File: config.mk
export PLATFORM = sky130hd
export DESIGN_NAME = slot_table_port_arbiter_flat
export DESIGN_NICKNAME = d
export VERILOG_FILES = /design/src/rtl/slot_table_port_arbiter_if.sv /design/src/rtl/slot_table_port_arbiter.sv /design/src/flat_wrapper.sv
export SDC_FILE = /design/constraint.sdc
export NUM_CORES = 1
export LEC_CHECK = 0
export CORE_AREA = 2 2 90 92
export CTS_BUF_LIST = sky130_fd_sc_hd__clkbuf_16
export DETAILED_ROUTE_END_ITERATION = 10
export DIE_AREA = 0 0 92 94
export HOLD_SLACK_MARGIN = 0.08
export PLACE_DENSITY = 0.79
export SYNTH_ARGS = -nofsm -noshare
export SYNTH_HDL_FRONTEND = slang
export SYNTH_SLANG_ARGS = --single-unit
File: constraint.sdc
create_clock -name i_clk -period 2.5 [get_ports i_clk]
set_clock_uncertainty 0.05 [all_clocks]
set_input_delay 0.375 -clock i_clk [delete_from_list [all_inputs] [get_ports i_clk]]
set_output_delay 0.375 -clock i_clk [all_outputs]
set_load 0.005 [all_outputs]
File: src/rtl/slot_table_port_arbiter_if.sv
// Port-A bus of the submit slot table arbiter: two requester channels plus
// the RAM port-A side. The arbiter takes the slave view; requesters and the
// RAM side (a single bench or wrapper) take the master view.
interface slot_table_port_arbiter_if #(
    parameter int ADDR_WIDTH = 10,
    parameter int DATA_WIDTH = 16
);
    // requester 0: network-management configuration path
    logic                  i_req0;
    logic                  i_wr0;
    logic [ADDR_WIDTH-1:0] iv_addr0;
    logic [DATA_WIDTH-1:0] iv_wdata0;
    logic                  o_ack0;
    logic [DATA_WIDTH-1:0] ov_rdata0;
    logic                  o_rdata_valid0;

    // requester 1: local debug/readback path
    logic                  i_req1;
    logic                  i_wr1;
    logic [ADDR_WIDTH-1:0] iv_addr1;
    logic [DATA_WIDTH-1:0] iv_wdata1;
    logic                  o_ack1;
    logic [DATA_WIDTH-1:0] ov_rdata1;
    logic                  o_rdata_valid1;

    // slot table RAM port A
    logic [ADDR_WIDTH-1:0] ov_ram_addr;
    logic [DATA_WIDTH-1:0] ov_ram_wdata;
    logic                  o_ram_wr;
    logic                  o_ram_rd;
    logic [DATA_WIDTH-1:0] iv_ram_rdata;

    logic                  o_busy;

    modport slave (
        input  i_req0, i_wr0, iv_addr0, iv_wdata0,
        output o_ack0, ov_rdata0, o_rdata_valid0,
        input  i_req1, i_wr1, iv_addr1, iv_wdata1,
        output o_ack1, ov_rdata1, o_rdata_valid1,
        output ov_ram_addr, ov_ram_wdata, o_ram_wr, o_ram_rd,
        input  iv_ram_rdata,
        output o_busy
    );

    modport master (
        output i_req0, i_wr0, iv_addr0, iv_wdata0,
        input  o_ack0, ov_rdata0, o_rdata_valid0,
        output i_req1, i_wr1, iv_addr1, iv_wdata1,
        input  o_ack1, ov_rdata1, o_rdata_valid1,
        input  ov_ram_addr, ov_ram_wdata, o_ram_wr, o_ram_rd,
        output iv_ram_rdata,
        input  o_busy
    );
endinterface

File: src/rtl/slot_table_port_arbiter.sv
// Round-robin arbiter for port A of the 1024x16 submit slot table RAM.
// Requester 0 (configuration) and requester 1 (debug readback) share the
// port; one access is in flight at a time. Writes hold wren for a single
// cycle, reads hold rden for RD_LATENCY+1 cycles and capture q_a on the
// last one. Every access ends with a one-cycle DONE state carrying the
// ack (and read-valid) pulse, which gives the requester time to drop its
// request before the arbiter looks again.
module slot_table_port_arbiter #(
    parameter int ADDR_WIDTH = 10,
    parameter int DATA_WIDTH = 16,
    parameter int RD_LATENCY = 2
) (
    input  logic                    i_clk,
    input  logic                    i_rst_n,
    slot_table_port_arbiter_if.slave bus
);

    localparam logic [1:0] IDLE_S  = 2'd0;
    localparam logic [1:0] WRITE_S = 2'd1;
    localparam logic [1:0] READ_S  = 2'd2;
    localparam logic [1:0] DONE_S  = 2'd3;

    // The read counter runs 0..RD_LATENCY while rden is held.
    localparam int CNT_W = (RD_LATENCY > 0) ? $clog2(RD_LATENCY + 1) : 1;
    localparam logic [CNT_W-1:0] CNT_LAST = CNT_W'(RD_LATENCY);

    logic [1:0]            state;
    logic [CNT_W-1:0]      rd_cnt;
    logic                  last_grant;
    logic                  win_id;

    logic                  ack0;
    logic                  ack1;
    logic                  rdata_valid0;
    logic                  rdata_valid1;
    logic [DATA_WIDTH-1:0] rdata0;
    logic [DATA_WIDTH-1:0] rdata1;
    logic [ADDR_WIDTH-1:0] ram_addr;
    logic [DATA_WIDTH-1:0] ram_wdata;
    logic                  ram_wr;
    logic                  ram_rd;
    logic                  busy;

    logic                  any_req;
    logic                  pick;
    logic                  sel_wr;
    logic [ADDR_WIDTH-1:0] sel_addr;
    logic [DATA_WIDTH-1:0] sel_wdata;

    // Winner selection: a lone requester wins outright; on a tie the
    // requester that was not granted last time goes first.
    always_comb begin
        any_req   = bus.i_req0 | bus.i_req1;
        pick      = 1'b0;
        if (bus.i_req0 && bus.i_req1) begin
            pick = ~last_grant;
        end else if (bus.i_req1) begin
            pick = 1'b1;
        end
        sel_wr    = pick ? bus.i_wr1     : bus.i_wr0;
        sel_addr  = pick ? bus.iv_addr1  : bus.iv_addr0;
        sel_wdata = pick ? bus.iv_wdata1 : bus.iv_wdata0;
    end

    // Access sequencer: grant in IDLE, drive the RAM in WRITE/READ, pulse
    // the winner's ack in DONE, then release the address bus.
    always_ff @(posedge i_clk or negedge i_rst_n) begin
        if (!i_rst_n) begin
            state        <= IDLE_S;
            rd_cnt       <= '0;
            last_grant   <= 1'b1;
            win_id       <= 1'b0;
            ack0         <= 1'b0;
            ack1         <= 1'b0;
            rdata_valid0 <= 1'b0;
            rdata_valid1 <= 1'b0;
            rdata0       <= '0;
            rdata1       <= '0;
            ram_addr     <= '0;
            ram_wdata    <= '0;
            ram_wr       <= 1'b0;
            ram_rd       <= 1'b0;
            busy         <= 1'b0;
        end else begin
            case (state)
                IDLE_S: begin
                    ram_wr <= 1'b0;
                    ram_rd <= 1'b0;
                    if (any_req) begin
                        win_id     <= pick;
                        last_grant <= pick;
                        ram_addr   <= sel_addr;
                        busy       <= 1'b1;
                        if (sel_wr) begin
                            ram_wdata <= sel_wdata;
                            ram_wr    <= 1'b1;
                            state     <= WRITE_S;
                        end else begin
                            ram_wdata <= '0;
                            ram_rd    <= 1'b1;
                            rd_cnt    <= '0;
                            state     <= READ_S;
                        end
                    end
                end

                WRITE_S: begin
                    ram_wr <= 1'b0;
                    if (win_id) begin
                        ack1 <= 1'b1;
                    end else begin
                        ack0 <= 1'b1;
                    end
                    state <= DONE_S;
                end

                READ_S: begin
                    if (rd_cnt == CNT_LAST) begin
                        ram_rd <= 1'b0;
                        if (win_id) begin
                            rdata1       <= bus.iv_ram_rdata;
                            rdata_valid1 <= 1'b1;
                            ack1         <= 1'b1;
                        end else begin
                            rdata0       <= bus.iv_ram_rdata;
                            rdata_valid0 <= 1'b1;
                            ack0         <= 1'b1;
                        end
                        state <= DONE_S;
                    end else begin
                        rd_cnt <= rd_cnt + 1'b1;
                    end
                end

                default: begin
                    ack0         <= 1'b0;
                    ack1         <= 1'b0;
                    rdata_valid0 <= 1'b0;
                    rdata_valid1 <= 1'b0;
                    ram_addr     <= '0;
                    ram_wdata    <= '0;
                    busy         <= 1'b0;
                    state        <= IDLE_S;
                end
            endcase
        end
    end

    assign bus.o_ack0         = ack0;
    assign bus.o_ack1         = ack1;
    assign bus.o_rdata_valid0 = rdata_valid0;
    assign bus.o_rdata_valid1 = rdata_valid1;
    assign bus.ov_rdata0      = rdata0;
    assign bus.ov_rdata1      = rdata1;
    assign bus.ov_ram_addr    = ram_addr;
    assign bus.ov_ram_wdata   = ram_wdata;
    assign bus.o_ram_wr       = ram_wr;
    assign bus.o_ram_rd       = ram_rd;
    assign bus.o_busy         = busy;

endmodule

File: src/flat_wrapper.sv
// flat-port wrapper written by rule: the top's interface ports become plain ports
module slot_table_port_arbiter_flat 
#(
    parameter int ADDR_WIDTH = 10,
    parameter int DATA_WIDTH = 16,
    parameter int RD_LATENCY = 2
)
  (i_clk, i_rst_n, bus_i_req0, bus_i_wr0, bus_iv_addr0, bus_iv_wdata0, bus_o_ack0, bus_ov_rdata0, bus_o_rdata_valid0, bus_i_req1, bus_i_wr1, bus_iv_addr1, bus_iv_wdata1, bus_o_ack1, bus_ov_rdata1, bus_o_rdata_valid1, bus_ov_ram_addr, bus_ov_ram_wdata, bus_o_ram_wr, bus_o_ram_rd, bus_iv_ram_rdata, bus_o_busy);
  slot_table_port_arbiter_if #(.ADDR_WIDTH(ADDR_WIDTH), .DATA_WIDTH(DATA_WIDTH)) bus_i ();
  input  logic i_clk;
  input  logic i_rst_n;
  input wire logic [$bits(bus_i.i_req0)-1:0] bus_i_req0;
  input wire logic [$bits(bus_i.i_wr0)-1:0] bus_i_wr0;
  input wire logic [$bits(bus_i.iv_addr0)-1:0] bus_iv_addr0;
  input wire logic [$bits(bus_i.iv_wdata0)-1:0] bus_iv_wdata0;
  output wire logic [$bits(bus_i.o_ack0)-1:0] bus_o_ack0;
  output wire logic [$bits(bus_i.ov_rdata0)-1:0] bus_ov_rdata0;
  output wire logic [$bits(bus_i.o_rdata_valid0)-1:0] bus_o_rdata_valid0;
  input wire logic [$bits(bus_i.i_req1)-1:0] bus_i_req1;
  input wire logic [$bits(bus_i.i_wr1)-1:0] bus_i_wr1;
  input wire logic [$bits(bus_i.iv_addr1)-1:0] bus_iv_addr1;
  input wire logic [$bits(bus_i.iv_wdata1)-1:0] bus_iv_wdata1;
  output wire logic [$bits(bus_i.o_ack1)-1:0] bus_o_ack1;
  output wire logic [$bits(bus_i.ov_rdata1)-1:0] bus_ov_rdata1;
  output wire logic [$bits(bus_i.o_rdata_valid1)-1:0] bus_o_rdata_valid1;
  output wire logic [$bits(bus_i.ov_ram_addr)-1:0] bus_ov_ram_addr;
  output wire logic [$bits(bus_i.ov_ram_wdata)-1:0] bus_ov_ram_wdata;
  output wire logic [$bits(bus_i.o_ram_wr)-1:0] bus_o_ram_wr;
  output wire logic [$bits(bus_i.o_ram_rd)-1:0] bus_o_ram_rd;
  input wire logic [$bits(bus_i.iv_ram_rdata)-1:0] bus_iv_ram_rdata;
  output wire logic [$bits(bus_i.o_busy)-1:0] bus_o_busy;
  assign bus_i.i_req0 = bus_i_req0;
  assign bus_i.i_wr0 = bus_i_wr0;
  assign bus_i.iv_addr0 = bus_iv_addr0;
  assign bus_i.iv_wdata0 = bus_iv_wdata0;
  assign bus_o_ack0 = bus_i.o_ack0;
  assign bus_ov_rdata0 = bus_i.ov_rdata0;
  assign bus_o_rdata_valid0 = bus_i.o_rdata_valid0;
  assign bus_i.i_req1 = bus_i_req1;
  assign bus_i.i_wr1 = bus_i_wr1;
  assign bus_i.iv_addr1 = bus_iv_addr1;
  assign bus_i.iv_wdata1 = bus_iv_wdata1;
  assign bus_o_ack1 = bus_i.o_ack1;
  assign bus_ov_rdata1 = bus_i.ov_rdata1;
  assign bus_o_rdata_valid1 = bus_i.o_rdata_valid1;
  assign bus_ov_ram_addr = bus_i.ov_ram_addr;
  assign bus_ov_ram_wdata = bus_i.ov_ram_wdata;
  assign bus_o_ram_wr = bus_i.o_ram_wr;
  assign bus_o_ram_rd = bus_i.o_ram_rd;
  assign bus_i.iv_ram_rdata = bus_iv_ram_rdata;
  assign bus_o_busy = bus_i.o_busy;
  slot_table_port_arbiter #(.ADDR_WIDTH(ADDR_WIDTH), .DATA_WIDTH(DATA_WIDTH), .RD_LATENCY(RD_LATENCY)) u_core (.i_clk(i_clk), .i_rst_n(i_rst_n), .bus(bus_i));
endmodule
==> impl_metrics.prom, run 1 <==
# TYPE chip_impl_metric gauge
chip_impl_metric{name="cpPeakStageDelay",unit="ns"} 0.49
chip_impl_metric{name="clk_latency",unit="ns"} 0.32
chip_impl_metric{name="power_density",unit="nW/um^2"} 1210
chip_impl_metric{name="route.vias.total",unit=""} 2662
chip_impl_metric{name="cts_buffers",unit=""} 9
chip_impl_metric{name="largest_net_degree_at_the_start_of_global_routing",unit=""} 50
chip_impl_metric{name="yosys.area.top_type_share",unit="%"} 55.9
chip_impl_metric{name="io-pin-count",unit=""} 139
chip_impl_metric{name="final.min_clock_period",unit="ns"} 1.95
chip_impl_metric{name="power.ir.vdd_worst",unit="mV"} 0.489
chip_impl_metric{name="grt_use_total",unit="%"} 20.3
chip_impl_metric{name="clk_path_buf_depth",unit=""} 2
chip_impl_metric{name="cts_htree_levels",unit=""} 3
chip_impl_metric{name="met1_length",unit="mm"} 3.66
chip_impl_metric{name="hpwl",unit="mm"} 6.06
chip_impl_metric{name="post_route_cells_drive_above_1_share",unit="%"} 12.1
chip_impl_info{name="critical_path.startpoint_type",value="flip-flop"} 1
chip_impl_metric{name="worst-endpoint-arrival",unit="ns"} 2.15
chip_impl_metric{name="worst_slew_pin_slew",unit="ns"} 0.638
chip_impl_metric{name="antennaDiodeCount",unit=""} 0
chip_impl_metric{name="first_iter_violations",unit=""} 96
chip_impl_metric{name="postSynthCellCount",unit=""} 278
chip_impl_metric{name="total_power",unit="mW"} 5.97
chip_impl_metric{name="postCtsSetupBuffers",unit=""} 0
chip_impl_metric{name="dieArea",unit="um^2"} 8650
chip_impl_info{name="clk_root_buf",value="sky130_fd_sc_hd__clkbuf_16"} 1
chip_impl_metric{name="post_cts_resize_count",unit=""} 0
chip_impl_metric{name="design.core.area",unit="um^2"} 7610
chip_impl_info{name="cp-end-kind",value="flip-flop"} 1
chip_impl_metric{name="clkTransAtPathRegs",unit="ns"} 0.05
chip_impl_info{name="timing.setup.critical_path_class",value="flip-flop to flip-flop"} 1
chip_impl_metric{name="synth_nets",unit=""} 357
chip_impl_metric{name="synthesis.area_per_instance",unit="um^2"} 11.3
chip_impl_info{name="worst_min_path_class",value="flip-flop to flip-flop"} 1
chip_impl_info{name="result_of_the_run",value="complete, no violations"} 1
chip_impl_info{name="highest_layer",value="met4"} 1
chip_impl_info{name="synthDominantAreaCellType",value="sky130_fd_sc_hd__dfrtp_1"} 1
chip_impl_metric{name="drt_pre_antenna_iters",unit=""} 4
chip_impl_metric{name="count_of_hold_buffers_inserted_by_post_cts_repair",unit=""} 1
chip_impl_metric{name="fraction_of_the_yosys_area_taken_by_sequential_cells",unit="%"} 56.8
chip_impl_metric{name="antenna_violating_nets_post_route",unit=""} 0
chip_impl_metric{name="first_global_vias",unit=""} 2661
chip_impl_metric{name="die-height",unit="um"} 94
chip_impl_metric{name="met3_length",unit="um"} 701
chip_impl_metric{name="synth_cell_type_count",unit=""} 33
chip_impl_metric{name="crit_required",unit="ns"} 2.70
chip_impl_info{name="cts_tree",value="built"} 1
chip_impl_metric{name="p_leak",unit="nW"} 2.05
chip_impl_metric{name="ys_warn_count",unit=""} 0
chip_impl_metric{name="tns",unit="ns"} 0
chip_impl_metric{name="wirelength_routed",unit="mm"} 8.67
chip_impl_metric{name="viasPerCell",unit=""} 5.08
chip_impl_metric{name="numClockSinks",unit=""} 71
chip_impl_metric{name="drt_wl_cell",unit="um"} 16.5
chip_impl_info{name="yosys-top-cells-area",value="sky130_fd_sc_hd__dfrtp_1 56%, sky130_fd_sc_hd__mux2_2 8.3%, sky130_fd_sc_hd__nand3_1 5.4%"} 1
chip_impl_metric{name="fmax",unit="MHz"} 512
chip_impl_metric{name="grt_remaining_overflow",unit=""} 0
chip_impl_metric{name="first_pass_grt_wire_length",unit="mm"} 13.6
chip_impl_info{name="timing.critical_path.cells",value="inv_1, ha_1, nor3b_1, or2_1, nand2_1, o21ai_1"} 1
chip_impl_metric{name="max_cap_viol_count",unit=""} 0
chip_impl_metric{name="post_synth_instance_area",unit="um^2"} 3130
chip_impl_info{name="rsz0062_at_grt",value="false"} 1
chip_impl_metric{name="timing.critical_path.fanout_max",unit=""} 11
chip_impl_metric{name="rows",unit=""} 32
chip_impl_info{name="timing.critical_path.slowest_stage_cell",value="sky130_fd_sc_hd__nor3b_1"} 1
chip_impl_metric{name="final_hold_viol_count",unit=""} 0
chip_impl_metric{name="final_nets",unit=""} 497
chip_impl_metric{name="gpl.final_weighted_congestion",unit=""} 0.818
chip_impl_metric{name="die_x",unit="um"} 92
chip_impl_metric{name="finalCritPeriodShare",unit="%"} 78.1
chip_impl_info{name="most-common-layout-cells",value="137 x sky130_fd_sc_hd__clkdlybuf4s50_1, 70 x sky130_fd_sc_hd__dfrtp_1, 34 x sky130_fd_sc_hd__nand3_1"} 1
chip_impl_metric{name="antenna_found_initial",unit=""} 0
chip_impl_info{name="final_common_cell",value="sky130_fd_sc_hd__clkdlybuf4s50_1"} 1
chip_impl_metric{name="pins_over_slew_limit",unit=""} 0
chip_impl_metric{name="ys_ff_latch",unit=""} 71
chip_impl_metric{name="port_buffers",unit=""} 138
chip_impl_metric{name="setup-violations-final",unit=""} 0
chip_impl_metric{name="fin_worst_hold_slack",unit="ns"} 0.438
chip_impl_metric{name="worst_rel_slew_slack",unit="%"} 57.4
chip_impl_metric{name="post-route-drc-count",unit=""} 0
chip_impl_metric{name="flow.area_growth_from_synthesis",unit="%"} 57.2
chip_impl_metric{name="met2_length",unit="mm"} 4.18
chip_impl_metric{name="floorplan.initialDensity",unit="%"} 41.2
metal layers:
| metal | vias up | GRT usage, % |
|---|---|---|
| li1 | 1264 | - |
| met1 | 1272 | 25.1 |
| met2 | 116 | 33.8 |
| met3 | 10 | 6.50 |
| met4 | 0 | 7.09 |
| met5 | - | 0 |
cell families (layout without fill, tap and decap cells):
| family | Yosys count | in the layout | synth area share, % |
|---|---|---|---|
| fa+ha+maj | 5 | 5 | 2.00 |
| buf+inv | 23 | 167 | 3.72 |
| compound gates | 44 | 44 | 8.83 |
| mux | 44 | 44 | 15.5 |
| flops | 71 | 71 | 56.8 |
| simple gates | 91 | 91 | 13.2 |
metrics by stage:
stage	worst slack (ns)	util (%)	cell area, um^2	cells
2_1_floorplan	0.687	-	3130	278
3_3_place_gp	0.349	60.8	4620	508
3_5_place_dp	0.312	60.8	4620	508
4_1_cts	0.498	64.7	4920	524
5_1_grt	0.274	64.7	4920	524
6_report	0.548	64.7	4920	524
Yosys cell counts, drive strengths merged:
master   instances
o31ai            3
buf             10
ha               5
o22a             2
nor2            26
clkbuf           8
and2             2
a2bb2oi          1
a21oi            2
or4              1
nand2b           3
nand2           21
nor3b            1
a22o             1
o41ai            1
nand3           34
nor3             1
a211o            1
o21ai           13
inv              5
a31oi           19
mux2i           11
a21boi           1
or2              2
dfstp            1
mux2            33
dfrtp           70
layout make-up:
type | instances | area (um^2)
timing repair buffer | 147 | 1460
tap | 102 | 128
multi-input combinational | 184 | 1250
sequential | 71 | 1780
clock buffer | 9 | 225
fill | 594 | 2690
clock inverter | 6 | 62.6
inverter | 5 | 18.8
critical path: cells and delay by family, from the launching register on:
kind | cells | cell delay, ns
AOI/OAI and AO/OA | 1 | 0.08
DFF | 1 | 0.41
adders and majority gates | 1 | 0.26
and+or+nand+nor | 3 | 0.99
buffers and inverters | 1 | 0.09
flip-flops by register name (all words and copies together), names as in the netlist:
signal and cells:
u_core.last_grant 1, u_core.bus.o_ram_wr 1, u_core.rd_cnt 2, u_core.win_id 1
u_core.bus.ov_rdata0 16, u_core.bus.o_rdata_valid0 1, u_core.bus.o_ack1 1, u_core.bus.ov_ram_wdata 16
u_core.bus.o_ack0 1, u_core.bus.ov_rdata1 16, u_core.state 2, u_core.bus.o_rdata_valid1 1
u_core.bus.ov_ram_addr 10, u_core.bus.o_ram_rd 1, u_core.bus.o_busy 1
power breakdown:
group / internal (mW) / switching, mW
Clock: 0.762 / 0.463
Sequential: 1.70 / 0.307
Combinational: 1.54 / 1.20
Total: 4.01 / 1.97
path summary, 6_finish.rpt:
check | from | depth (start not counted) | to | slack (ns)
max in group asynchronous | i_rst_n | 3 | u_core.bus.ov_rdata1[7] | 1.23
max reg2reg | u_core.state[0] | 6 | u_core.bus.ov_ram_addr[2] | 0.55
min | u_core.bus.o_busy | 2 | u_core.bus.o_busy | 0.44
min in group asynchronous | i_rst_n | 2 | u_core.bus.ov_rdata1[1] | 0.53
min reg2reg | u_core.bus.o_busy | 2 | u_core.bus.o_busy | 0.44
max | u_core.state[0] | 6 | u_core.bus.ov_ram_addr[2] | 0.55
(Power assumes the default switching activity.)
==> inputs of run 2 (changes only) <==
- clock period: 2.5 -> 1.95 ns (I/O delays scaled with it)
==> run 2 against run 1 <==
  * Via count increased by 1.5%
  * Flip-flop and latch count unchanged
  * Global-route usage increased by 0.13 points
  * Sequential share of layout area decreased by 1.4 points
  * Fmax increased by 7.0%
  * Setup slack got worse by 0.42 ns
  * Critical endpoint is now u_core.rd_cnt[1]
  * Largest power group unchanged
==> impl_metrics.prom, run 2 (same netlist as run 1, synthesis figures left out) <==
# TYPE chip_impl_metric gauge
chip_impl_info{name="result_of_the_run",value="complete, no violations"} 1
chip_impl_metric{name="route.vias.total",unit=""} 2702
chip_impl_metric{name="die-height",unit="um"} 94
chip_impl_metric{name="place_worst_setup_slack",unit="ns"} -0.0667
chip_impl_metric{name="floorplan.initialDensity",unit="%"} 41.2
chip_impl_metric{name="worst_slew_pin_slew",unit="ns"} 0.340
chip_impl_metric{name="whs_path_depth",unit=""} 2
chip_impl_metric{name="io-pin-count",unit=""} 139
chip_impl_metric{name="drt_pre_antenna_iters",unit=""} 4
chip_impl_info{name="timing.critical_path.slowest_stage_cell",value="sky130_fd_sc_hd__dfrtp_1"} 1
chip_impl_info{name="worst_min_path_class",value="flip-flop to flip-flop"} 1
chip_impl_metric{name="rows",unit=""} 32
chip_impl_metric{name="drt_wl_cell",unit="um"} 15.7
chip_impl_metric{name="final_hold_viol_count",unit=""} 0
chip_impl_info{name="timing.setup.critical_path_class",value="flip-flop to flip-flop"} 1
chip_impl_metric{name="post_route_cells_drive_above_1_share",unit="%"} 15.2
chip_impl_metric{name="post-place-cells",unit=""} 520
chip_impl_metric{name="pins_over_slew_limit",unit=""} 0
chip_impl_metric{name="multi_input_area",unit="um^2"} 1260
chip_impl_metric{name="filler_cell_count",unit=""} 555
chip_impl_metric{name="max_cap_viol_count",unit=""} 0
chip_impl_metric{name="first_iter_violations",unit=""} 124
chip_impl_metric{name="wirelength_routed",unit="mm"} 8.45
chip_impl_metric{name="final.min_clock_period",unit="ns"} 1.82
chip_impl_info{name="most-common-layout-cells",value="137 x sky130_fd_sc_hd__clkdlybuf4s50_1, 70 x sky130_fd_sc_hd__dfrtp_1, 34 x sky130_fd_sc_hd__nand3_1"} 1
chip_impl_metric{name="first_pass_grt_wire_length",unit="mm"} 13.7
chip_impl_metric{name="antennaDiodeCount",unit=""} 0
chip_impl_info{name="cts_tree",value="built"} 1
chip_impl_info{name="final_common_cell",value="sky130_fd_sc_hd__clkdlybuf4s50_1"} 1
chip_impl_metric{name="worst_r2r_path_depth",unit=""} 7
chip_impl_metric{name="numClockSinks",unit=""} 71
chip_impl_metric{name="fin_worst_hold_slack",unit="ns"} 0.427
chip_impl_metric{name="fmax",unit="MHz"} 548
chip_impl_metric{name="antenna_found_initial",unit=""} 0
chip_impl_metric{name="worst_rel_slew_slack",unit="%"} 77.2
chip_impl_info{name="clk_root_buf",value="sky130_fd_sc_hd__clkbuf_16"} 1
chip_impl_metric{name="regToRegSetupSlack",unit="ns"} 0.13
chip_impl_metric{name="viasPerCell",unit=""} 5.03
chip_impl_metric{name="finalCritPeriodShare",unit="%"} 93.5
chip_impl_info{name="cp-end-kind",value="flip-flop"} 1
chip_impl_metric{name="port_buffers",unit=""} 138
chip_impl_metric{name="gpl.final_weighted_congestion",unit=""} 0.895
chip_impl_metric{name="first_global_vias",unit=""} 2719
chip_impl_metric{name="grt_remaining_overflow",unit=""} 0
chip_impl_info{name="critical_path.startpoint_type",value="flip-flop"} 1
chip_impl_metric{name="finalInstanceArea",unit="um^2"} 5120
chip_impl_metric{name="cts_htree_levels",unit=""} 3
chip_impl_metric{name="clkTransAtPathRegs",unit="ns"} 0.06
chip_impl_metric{name="power_density",unit="nW/um^2"} 1590
chip_impl_metric{name="flow.area_growth_from_synthesis",unit="%"} 63.4
chip_impl_metric{name="hpwl",unit="mm"} 6.26
chip_impl_metric{name="regArea",unit="um^2"} 1780
chip_impl_metric{name="grt_use_total",unit="%"} 20.5
chip_impl_metric{name="dpl-instance-area",unit="um^2"} 4780
chip_impl_metric{name="antenna_violating_nets_post_route",unit=""} 0
chip_impl_metric{name="worst-endpoint-arrival",unit="ns"} 2.04
chip_impl_metric{name="postLayoutSetupSlackWorst",unit="ns"} 0.126
chip_impl_metric{name="layout.cells.non_filler",unit=""} 537
chip_impl_metric{name="timing.critical_path.fanout_max",unit=""} 6
chip_impl_metric{name="design.core.area",unit="um^2"} 7610
chip_impl_metric{name="setup-violations-final",unit=""} 0
chip_impl_metric{name="dieArea",unit="um^2"} 8650
chip_impl_info{name="rsz0062_at_grt",value="false"} 1
chip_impl_metric{name="p_leak",unit="nW"} 2.15
chip_impl_metric{name="crit_required",unit="ns"} 2.16
chip_impl_metric{name="power.ir.vdd_worst",unit="mV"} 0.723
chip_impl_metric{name="post-route-drc-count",unit=""} 0
chip_impl_metric{name="final_nets",unit=""} 509
chip_impl_metric{name="cpPeakStageDelay",unit="ns"} 0.42
chip_impl_metric{name="cts_buffers",unit=""} 9
chip_impl_metric{name="die_x",unit="um"} 92
chip_impl_metric{name="utilization",unit="%"} 67.3
chip_impl_metric{name="largest_net_degree_at_the_start_of_global_routing",unit=""} 44
chip_impl_metric{name="postCtsSetupBuffers",unit=""} 0
chip_impl_metric{name="clk_path_buf_depth",unit=""} 2
chip_impl_info{name="timing.critical_path.cells",value="inv_1, ha_2, buf_4, nor2_1, a211o_1, or4_1, nand2_1"} 1
chip_impl_metric{name="clk_latency",unit="ns"} 0.33
run 2: timing repair:
item,CTS,global route
gates resized for setup,0,2
hold endpoints to repair,70,0
setup endpoints to repair,0,31
hold buffers,1,0
run 2: critical path: cells and delay by family (launching register included):
kind / cells / cell delay (ns)
AOI/OAI and AO/OA: 1 / 0.27
buffers and inverters: 2 / 0.25
and+or+nand+nor: 3 / 0.53
DFF: 1 / 0.42
adders and majority gates: 1 / 0.23
run 2: path summary, 6_finish.rpt:
| kind | from | to |
|---|---|---|
| worst max-delay path | u_core.state[1] | u_core.rd_cnt[1] |
| worst min-delay path | u_core.bus.ov_ram_addr[2] | u_core.bus.ov_ram_addr[2] |
| worst max register to register | u_core.state[1] | u_core.rd_cnt[1] |
| worst min register to register | u_core.bus.ov_ram_addr[2] | u_core.bus.ov_ram_addr[2] |
| max in group asynchronous | i_rst_n | u_core.bus.ov_ram_wdata[13] |
| min in group asynchronous | i_rst_n | u_core.bus.ov_rdata0[0] |
run 2: stage by stage:
step	power (mW)	setup TNS, ns
3_3_place_gp	6.25	-0.242
2_1_floorplan	4.25	0
6_report	8.13	0
4_1_cts	8.18	0
3_5_place_dp	6.39	-1.36
5_1_grt	8.73	0
run 2: area by class of cell:
cell class	count	area share (%)
clock buffers	9	4.40
clock inverters	7	1.88
inverters	5	0.367
multi-input cells	184	24.6
flip-flops and latches	71	34.8
well taps	102	2.49
repair buffers	159	31.5
run 2: per-layer routing:
metal / wire [um] / up-vias / track usage, %
met5: 0 / - / 0
met4: 161 / 0 / 8.46
met3: 701 / 12 / 5.94
met2: 3950 / 133 / 32.4
met1: 3640 / 1267 / 26.4
li1: - / 1290 / -
run 2: power by group:
part           switching (mW)  total (mW)  internal (mW)
registers               0.364        2.55           2.18
clock network           0.640        1.76           1.12
logic                    1.59        3.82           2.23
total                    2.59        8.13           5.53
